## src/rtl/rt_sb_pkg.sv

```systemverilog
// Shared scoreboard types for DE, WB and the writeback scoreboard.
// Register address widths and the per-register entry layout live here.
package rt_sb_pkg;
  localparam int SREG_AW = 5;
  localparam int VREG_AW = 4;
  localparam int CNT_W   = 2;

  localparam logic [CNT_W-1:0] CNT_ZERO = {CNT_W{1'b0}};
  localparam logic [CNT_W-1:0] CNT_ONE  = {{(CNT_W-1){1'b0}}, 1'b1};
  localparam logic [CNT_W-1:0] CNT_MAX  = {CNT_W{1'b1}};

  typedef logic [SREG_AW-1:0] sreg_addr_t;
  typedef logic [VREG_AW-1:0] vreg_addr_t;

  typedef struct packed {
    logic [CNT_W-1:0] cnt;
    logic             late;
  } sb_entry_t;

  function automatic logic cnt_sat(input logic [CNT_W-1:0] c);
    return c == CNT_MAX;
  endfunction
endpackage

```

## src/rtl/wb_scoreboard_bank.sv

```systemverilog
// One register bank of the scoreboard: outstanding-write counters and late flags,
// the hazard lookup for the DE operands, and next-cycle busy / error events.
module sb_bank
  import rt_sb_pkg::*;
#(
  parameter int NREG = 32,
  parameter int AW   = 5
) (
  input  logic          clk,
  input  logic          rst,
  input  logic [AW-1:0] rd1_addr,
  input  logic [AW-1:0] rd2_addr,
  input  logic          rd1_cnt_chk,
  input  logic          wr_req,
  input  logic [AW-1:0] wr_addr,
  input  logic          issue,
  input  logic          wr_late,
  input  logic          clr_en,
  input  logic [AW-1:0] clr_addr,
  input  logic          ret_en,
  input  logic [AW-1:0] ret_addr,
  output logic          hazard,
  output logic          busy_nxt,
  output logic          err_evt
);
  localparam logic [AW-1:0] ADDR_ZERO = {AW{1'b0}};

  sb_entry_t ent_r   [NREG];
  sb_entry_t ent_nxt [NREG];

  logic do_inc;
  logic do_dec;

  assign do_inc = issue && (wr_addr != ADDR_ZERO);
  assign do_dec = ret_en && (ret_addr != ADDR_ZERO);

  // Register 0 never stalls: its entry stays at reset value forever.
  assign hazard = ((rd1_addr != ADDR_ZERO) && ent_r[rd1_addr].late)
               || ((rd2_addr != ADDR_ZERO) && ent_r[rd2_addr].late)
               || (rd1_cnt_chk && (ent_r[rd1_addr].cnt != CNT_ZERO))
               || (wr_req && (wr_addr != ADDR_ZERO) && cnt_sat(ent_r[wr_addr].cnt));

  // Next-state of every entry from issue, late-clear and retire.
  always_comb begin
    ent_nxt  = ent_r;
    busy_nxt = 1'b0;
    err_evt  = do_dec && (ent_r[ret_addr].cnt == CNT_ZERO);
    for (int i = 1; i < NREG; i++) begin
      if (do_inc && (wr_addr == AW'(i)) && !(do_dec && (ret_addr == AW'(i)))) begin
        if (!cnt_sat(ent_r[i].cnt)) begin
          ent_nxt[i].cnt = ent_r[i].cnt + CNT_ONE;
        end else begin
          ent_nxt[i].cnt = ent_r[i].cnt;
        end
      end else if (do_dec && (ret_addr == AW'(i)) && !(do_inc && (wr_addr == AW'(i)))) begin
        if (ent_r[i].cnt != CNT_ZERO) begin
          ent_nxt[i].cnt = ent_r[i].cnt - CNT_ONE;
        end else begin
          ent_nxt[i].cnt = ent_r[i].cnt;
        end
      end else begin
        ent_nxt[i].cnt = ent_r[i].cnt;
      end
      // A late issue belongs to the younger instruction, so it wins over a clear.
      if (do_inc && wr_late && (wr_addr == AW'(i))) begin
        ent_nxt[i].late = 1'b1;
      end else if (clr_en && (clr_addr == AW'(i))) begin
        ent_nxt[i].late = 1'b0;
      end else begin
        ent_nxt[i].late = ent_r[i].late;
      end
      busy_nxt = busy_nxt | (ent_nxt[i].cnt != CNT_ZERO);
    end
  end

  // Entry storage.
  always_ff @(posedge clk or posedge rst) begin
    if (rst) begin
      for (int i = 0; i < NREG; i++) begin
        ent_r[i] <= '{cnt: CNT_ZERO, late: 1'b0};
      end
    end else begin
      ent_r <= ent_nxt;
    end
  end
endmodule

```

## src/rtl/wb_scoreboard.sv

```systemverilog
// Writeback scoreboard beside the DE stage: tracks outstanding scalar and vector
// writes and stalls DE when an operand cannot be forwarded in time.
module wb_scoreboard
  import rt_sb_pkg::*;
#(
  parameter int NUM_SREG = 32,
  parameter int NUM_VREG = 16
) (
  input  logic               clk,
  input  logic               rst,
  input  logic               de_valid,
  input  logic               flush,
  input  logic [SREG_AW-1:0] de_s1_addr,
  input  logic [SREG_AW-1:0] de_s2_addr,
  input  logic [VREG_AW-1:0] de_v1_addr,
  input  logic [VREG_AW-1:0] de_v2_addr,
  input  logic               link_en,
  input  logic               de_swb_en,
  input  logic [SREG_AW-1:0] de_swb_addr,
  input  logic               de_vwb_en,
  input  logic [VREG_AW-1:0] de_vwb_addr,
  input  logic               de_late,
  input  logic               mem_s_done,
  input  logic [SREG_AW-1:0] mem_s_addr,
  input  logic               mem_v_done,
  input  logic [VREG_AW-1:0] mem_v_addr,
  input  logic               wb_swb_en,
  input  logic [SREG_AW-1:0] wb_swb_addr,
  input  logic               wb_vwb_en,
  input  logic [VREG_AW-1:0] wb_vwb_addr,
  output logic               de_stall,
  output logic               sb_busy,
  output logic               sb_err
);
  logic s_hazard, v_hazard;
  logic s_busy, v_busy;
  logic s_err, v_err;
  logic issue;
  logic sb_busy_r, sb_err_r;

  assign de_stall = de_valid & (s_hazard | v_hazard);
  assign issue    = de_valid & ~de_stall & ~flush;
  assign sb_busy  = sb_busy_r;
  assign sb_err   = sb_err_r;

  sb_bank #(.NREG(NUM_SREG), .AW(SREG_AW)) u_sbank (
    .clk(clk), .rst(rst),
    .rd1_addr(de_s1_addr), .rd2_addr(de_s2_addr), .rd1_cnt_chk(link_en),
    .wr_req(de_swb_en), .wr_addr(de_swb_addr), .issue(issue & de_swb_en), .wr_late(de_late),
    .clr_en(mem_s_done), .clr_addr(mem_s_addr),
    .ret_en(wb_swb_en), .ret_addr(wb_swb_addr),
    .hazard(s_hazard), .busy_nxt(s_busy), .err_evt(s_err)
  );

  // The link register is scalar, so the vector bank never does a count check.
  sb_bank #(.NREG(NUM_VREG), .AW(VREG_AW)) u_vbank (
    .clk(clk), .rst(rst),
    .rd1_addr(de_v1_addr), .rd2_addr(de_v2_addr), .rd1_cnt_chk(1'b0),
    .wr_req(de_vwb_en), .wr_addr(de_vwb_addr), .issue(issue & de_vwb_en), .wr_late(de_late),
    .clr_en(mem_v_done), .clr_addr(mem_v_addr),
    .ret_en(wb_vwb_en), .ret_addr(wb_vwb_addr),
    .hazard(v_hazard), .busy_nxt(v_busy), .err_evt(v_err)
  );

  // Busy follows the counters; error is sticky until reset.
  always_ff @(posedge clk or posedge rst) begin
    if (rst) begin
      sb_busy_r <= 1'b0;
      sb_err_r  <= 1'b0;
    end else begin
      sb_busy_r <= s_busy | v_busy;
      sb_err_r  <= sb_err_r | s_err | v_err;
    end
  end
endmodule
```

## config.mk

```make
export PLATFORM = sky130hd
export DESIGN_NAME = wb_scoreboard
export DESIGN_NICKNAME = d
export VERILOG_FILES = /design/src/rtl/rt_sb_pkg.sv /design/src/rtl/wb_scoreboard_bank.sv /design/src/rtl/wb_scoreboard.sv
export SDC_FILE = /design/constraint.sdc
export NUM_CORES = 1
export LEC_CHECK = 0
export BUFFER_PORTS_ARGS = -buffer_cell sky130_fd_sc_hd__buf_2
export CORE_MARGIN = 2
export CORE_UTILIZATION = 63
export DETAILED_ROUTE_END_ITERATION = 12
export PLACE_DENSITY_LB_ADDON = 0.25
export RECOVER_POWER = 50
export SLEW_MARGIN = 10
export SYNTH_ARGS = -nofsm -noshare
export SYNTH_HDL_FRONTEND = slang
export SYNTH_SLANG_ARGS = --single-unit
export TNS_END_PERCENT = 100
```

## constraint.sdc

```tcl
create_clock -name clk -period 4.98 [get_ports clk]
set_clock_uncertainty 0.1 [all_clocks]
set_input_delay 0.498 -clock clk [delete_from_list [all_inputs] [get_ports clk]]
set_output_delay 0.498 -clock clk [all_outputs]
set_load 0.02 [all_outputs]
```

Word-level counts from Yosys, hierarchy flattened
Cells that the tools add are included.
{"block": "op_classes", "n_mux": 300, "addsub": 92, "n_lt_le_gt_ge": 8, "bitwise_logic": 63, "n_reduce_logical": 539, "n_eq_ne": 186}
{"operator": "2-to-1 mux 2 bit", "n": 184}
{"operator": "logical AND 1 bit", "n": 293}
{"operator": "nonzero test 2 bit", "n": 139}
{"operator": "== test 5 bit, second input constant", "n": 48}
{"operator": "== test 5 x 4 -> 1 bit, second input constant", "n": 24}
{"operator": "2-to-1 mux 1 bit", "n": 98}
{"operator": "== test 2 bit, second input constant", "n": 48}
{"operator": "== test 4 bit, second input constant", "n": 24}
{"operator": "adder 2 x 1 -> 2 bit, second input constant", "n": 46}
{"operator": "zero test 1 bit", "n": 92}
{"operator": "subtractor 2 x 1 -> 2 bit, second input constant", "n": 46}
{"operator": "binary-select mux 3 bit (select 5 bit)", "n": 4}
{"operator": "== test 5 x 3 -> 1 bit, second input constant", "n": 12}
{"operator": "binary-select mux 3 bit (select 4 bit)", "n": 4}
{"operator": "== test 4 x 3 -> 1 bit, second input constant", "n": 12}
{"operator": "OR 1 bit", "n": 48}
{"operator": "== test 5 x 2 -> 1 bit, second input constant", "n": 6}
{"operator": "2-to-1 mux 3 bit", "n": 10}
{"operator": "== test 4 x 2 -> 1 bit, second input constant", "n": 6}
{"operator": "greater-or-equal comparator 6 bit, second input constant", "n": 4}
{"operator": "inverter 5 -> 6 bit", "n": 4}
{"operator": "greater-or-equal comparator 5 bit, second input constant", "n": 4}
{"operator": "inverter 4 -> 5 bit", "n": 4}
{"operator": "nonzero test 5 bit", "n": 4}
{"operator": "7 further kinds", "n": 24}
{"block": "word_totals", "elab_cells": 1282, "out_inout_bits": 3, "regBits": 140, "inputBits": 57}

Depth between registers and ports, before layout
{"block": "logic_depth", "depth_word": 52, "depth_mapped": 18, "depth_no_buf": 12}

Hierarchy
A second synthesis with hierarchy kept.
{"block": "hier_totals", "cells_unflattened": 1208, "area_unflattened_um2": 10597.7}
{"module": "sb_bank at u_sbank", "cells_each": 813, "n_inst": 1, "area_per_inst_um2": 7074.3, "seq_area_each_um2": 2327.2}
{"module": "sb_bank at u_vbank", "cells_each": 385, "n_inst": 1, "area_per_inst_um2": 3418.3, "seq_area_each_um2": 1126.1}
{"module": "wb_scoreboard", "cells_each": 10, "n_inst": 1, "area_per_inst_um2": 105.1, "seq_area_each_um2": 50.0}

Least setup slack after synthesis
No wires, ideal clock.
{"block": "synth_path", "path_kind": "input -> register", "startpoint": "input port de_s1_addr[0]", "endpoint": "register sb_busy_r (netlist: sb_busy)", "cell_stages": 14, "required_time_ns": 4.742, "path_buffers": 2, "arrival_time_ns": 3.690, "setup_time_ns": 0.138, "path_slack_ns": 1.052, "path_cell_list": "buf_6 > mux2_1 > a221oi_1 > nor4_1 > or4_4 > a211oi_4 > buf_6 > nand4_1 > mux2i_1 > mux2_2 > a2111o_1 > nor4_2 > nand4_1 > nand4b_1"}
{"element": "start: declaration", "line": "wb_scoreboard.sv:13", "source": "input logic [SREG_AW-1:0] de_s1_addr,"}
{"element": "end signal: assignment", "line": "wb_scoreboard.sv:71", "source": "sb_busy_r <= s_busy | v_busy;"}
{"element": "end: declaration", "line": "wb_scoreboard.sv:39", "source": "logic sb_busy_r, sb_err_r;"}

==> metrics.md <==
| Metric | Value |
|---|---|
| Run status | `finished with violations` |
| Failing checks | `capacitance limit, slew limit` |
| Detailed-route wire length per cell | `25.7 µm` |
| Cell variety after synth | `88` |
| Number of non-filler instances in the completed layout | `1624` |
| Vias after detailed routing | `12000` |
| DPL Wire Length | `around 31 mm` |
| CTS Root Cell | `clkbuf_16` |
| Synthesized area | `around 11000 µm²` |
| Synthesis warning total | `0` |
| Final max-slew violation count | `around 100` |
| Actual slew at the worst max-slew pin | `4060 ps` |
| Worst skew pair latency | `440 ps` |
| Number of buffers on the longest clock path | `2` |
| Vert. Die Dim | `136 µm` |
| IO buf count | `just under 60` |
| Final critical-path required period | `4840 ps` |
| Slowest stage delay, CP | `530 ps` |
| Leakage | `5.05 nW` |
| First DRT Iteration DRCs | `between 1500 and 2000` |
| Number of failing hold endpoints at the final stage | `0` |
| # IOs | `60` |
| Leading register cell type out of synthesis | `dfrtp_1` |
| Ant diodes | `0` |
| CTS tree | `built` |
| Number of buffers created by CTS | `17` |
| Detailed-router iteration count before antenna repair | `7` |
| Post-synthesis cell count | `1337` |
| Sequential share of the synthesized area | `32.0%` |
| Post-route cell area | `about 12000 µm²` |
| Worst Path Buf+Inv | `4` |
| Die footprint | `between 15000 and 20000 µm²` |
| Number of global-route vias before repair | `approximately 11000` |
| Count of fill cells added during filler insertion | `roughly 1400` |
| CP max-delay cell | `a2111oi_0` |
| Effective utilization at floorplan | `63.8%` |
| Dpl ws | `-337 ps` |
| Endpoint type of the worst setup path | `register` |
| Tightest hold margin | `~260 ps` |
| Final setup violating endpoints | `0` |
| Count of flip-flops with a built-in enable after synthesis | `0` |
| Post-cts hold buffer count | `0` |
| Maximum frequency from static timing analysis | `207 MHz` |
| Via/cell ratio | `7.40` |
| Global-route wire length before repair | `63.5 mm` |
| Critical path peak fanout | `20` |
| Required time at the endpoint of the critical path | `5170 ps` |
| Net total in the final layout | `approximately 1400` |
| CP cell instances | `buf_2, buf_4, buf_4, or3b_2, a21oi_1, a2111o_1, a21oi_1, a211oi_4, buf_4, and4_4, mux2i_1, mux2_2, a2111oi_0, o311ai_1, nor4_1, nand4b_1` |
| Crit Path Category | `in2reg` |
| Worst-case setup margin in the final layout | `140 ps` |
| Synthesized area divided by synthesized cell count | `around 8 µm²` |
| Post-synthesis sequential element count | `140` |
| Number of antenna violations at the first check in global routing | `1` |
| WL met2 | `17.7 mm` |
| Top layer in use | `met4` |
| Placed Cells | `1592` |
| Metal-1 WL | `15.9 mm` |
| Power density of the placed cells | `~270 nW/µm²` |
| Core Rows | `48` |
| Most common cell on crit path | `buf_4` |
| Worst EP arrival | `5030 ps` |
| Maximum number of pins on one net before global-route repair | `104` |
| Clock Sinks | `140` |
| Area growth, synth to finish | `10.4%` |
| CTS clk-pin slew, worst paths | `roughly 60 ps` |
| Share of final-layout standard cells stronger than drive strength 1 | `between 10% and 20%` |
| Nets in the synthesized netlist | `1394` |
| Remaining antenna violation count after routing | `0` |
| Combined global-route utilization of all metal layers | `a little under half` |
| RePlAce Congestion | `1.05` |
| Startpoint class of the critical path | `primary input` |
| Final cycle utilization of the critical path | `97.2%` |
| Depth of the CTS H-tree | `4` |
| Detailed Route WL | `41.8 mm` |
| Share of synthesized registers carrying an async set or reset | `100%` |
| Number of max-capacitance violations reported | `1` |
| Slew Limit Headroom | `-170%` |
| Placement Cell Area | `11500 µm²` |
| Std-Cell Core Area | `17200 µm²` |
| Setup repair after global routing missed its margin | `no` |
| Overflow left after global routing | `0` |
| Remaining routing DRC violations | `0` |
| Maximum resistive drop on vdd | `0.305 mV` |
| WL met3 | `5.94 mm` |
| Die span in x | `between 100 and 150 µm` |
| Path type of the worst min-delay path | `in2reg` |
| Family with the most delay on the worst path | `compound AO/OA/AOI/OAI gates` |
==> path summary, 6_finish.rpt <==
| check | startpoint | to | slack, ps | cells past startpoint |
|---|---|---|---|---|
| worst min register to register | sb_err$_DFF_PP0_ | sb_err$_DFF_PP0_ | 360 | 1 |
| min in group asynchronous | rst | u_vbank.ent_r[27]$_DFFE_PP0P_ | 1470 | 2 |
| worst max register to register | u_sbank.ent_r[24]$_DFFE_PP0P_ | sb_busy$_DFF_PP0_ | 180 | 13 |
| worst min-delay path | wb_swb_en | sb_err$_DFF_PP0_ | 260 | 2 |
| max in group asynchronous | rst | u_sbank.ent_r[29]$_DFF_PP0_ | 770 | 3 |
| worst max-delay path | de_s1_addr[0] | sb_busy$_DFF_PP0_ | 140 | 16 |
==> cells by family (layout without fill, tap and decap cells) <==
family	after synthesis	in the layout	share of synthesized area (%)
AND/OR/NAND/NOR	584	584	27.9
AO/OA/AOI/OAI	422	422	25.5
flip-flops	140	140	32.0
buffers and inverters	108	170	4.22
multiplexers	81	81	10.3
XOR/XNOR	2	2	0.160
==> area by class of cell <==
cell class | count | area (µm²) | area share, %
inverters | 42 | 158 | 1.30
clock buffers | 18 | 439 | 3.63
well taps | 225 | 282 | 2.33
flip-flops and latches | 140 | 3500 | 28.9
multi-input cells | 1089 | 7030 | 58.0
clock inverters | 14 | 130 | 1.07
repair buffers | 96 | 568 | 4.69
==> cells in the final DEF, fill, tap and decap left out, types with 36 or more instances in the layout <==
cell type / synthesis / routed
nand2b_1: 37 / 37
a21oi_1: 60 / 60
dfrtp_1: 140 / 140
nand2_1: 111 / 111
mux2i_1: 37 / 37
nor2_1: 133 / 133
nor3_1: 65 / 65
o21ai_0: 147 / 147
nand3_1: 51 / 51
buf_4: 1 / 36
inv_1: 42 / 42
buf_2: 13 / 58
==> layer usage <==
| layer | global-route usage (%) | vias up |
|---|---|---|
| li1 | - | 5187 |
| met1 | 61.3 | 5616 |
| met2 | 67.7 | 1017 |
| met3 | 15.3 | 191 |
| met4 | 19.4 | 0 |
| met5 | 0 | - |
==> report_power, final <==
group	leakage [nW]	internal [W]	switching (W)
sequential	1.88	0.00120	0.0000942
combinational	2.90	0.000241	0.000436
clock	0.272	0.000671	0.000592
==> registers in the layout, indices dropped and copies added (netlist names) <==
name,count
sb_err,1
sb_busy,1
u_sbank.ent_r,93
u_vbank.ent_r,45
==> repair_timing <==
| action | 4_1_cts | 5_1_grt |
|---|---|---|
| endpoints found under the setup margin | 0 | 1 |
| resized for setup | 0 | 6 |
| buffers inserted | 0 | 0 |
==> synthesized netlist by cell type (all sizes together) (10+ instances only) <==
cell | number | share of area, %
a2111oi | 10 | 0.80
mux2i | 37 | 3.4
or2 | 19 | 1.1
a21o | 12 | 0.82
nand4 | 18 | 1.2
dfrtp | 140 | 32
mux4 | 23 | 4.7
or4 | 10 | 0.72
inv | 42 | 1.4
nor2b | 34 | 1.9
nand3 | 53 | 2.6
a211oi | 30 | 2.2
mux2 | 21 | 2.2
a21oi | 61 | 2.8
nor3 | 66 | 3.1
nand3b | 13 | 0.89
a21boi | 12 | 0.82
o22ai | 10 | 0.57
or3 | 11 | 0.63
o21ai | 148 | 6.8
nor4 | 28 | 1.8
o31ai | 14 | 0.96
clkbuf | 45 | 1.5
o22a | 10 | 0.80
o211ai | 17 | 1.2
nor2 | 133 | 4.6
and2 | 10 | 0.57
buf | 21 | 1.2
nand2b | 37 | 2.1
nand2 | 112 | 3.9
==> metrics by stage <==
stage | TNS (ps) | util, % | total power (W)
detailed placement | -337 | 67.0 | 0.00195
floorplan | 0 | - | 0.00170
global route | 0 | 70.5 | 0.00332
global placement | -255 | 67.0 | 0.00194
CTS | 0 | 70.4 | 0.00320
finish | 0 | 70.5 | 0.00323
No activity file was read; power rests on OpenSTA's default activity.
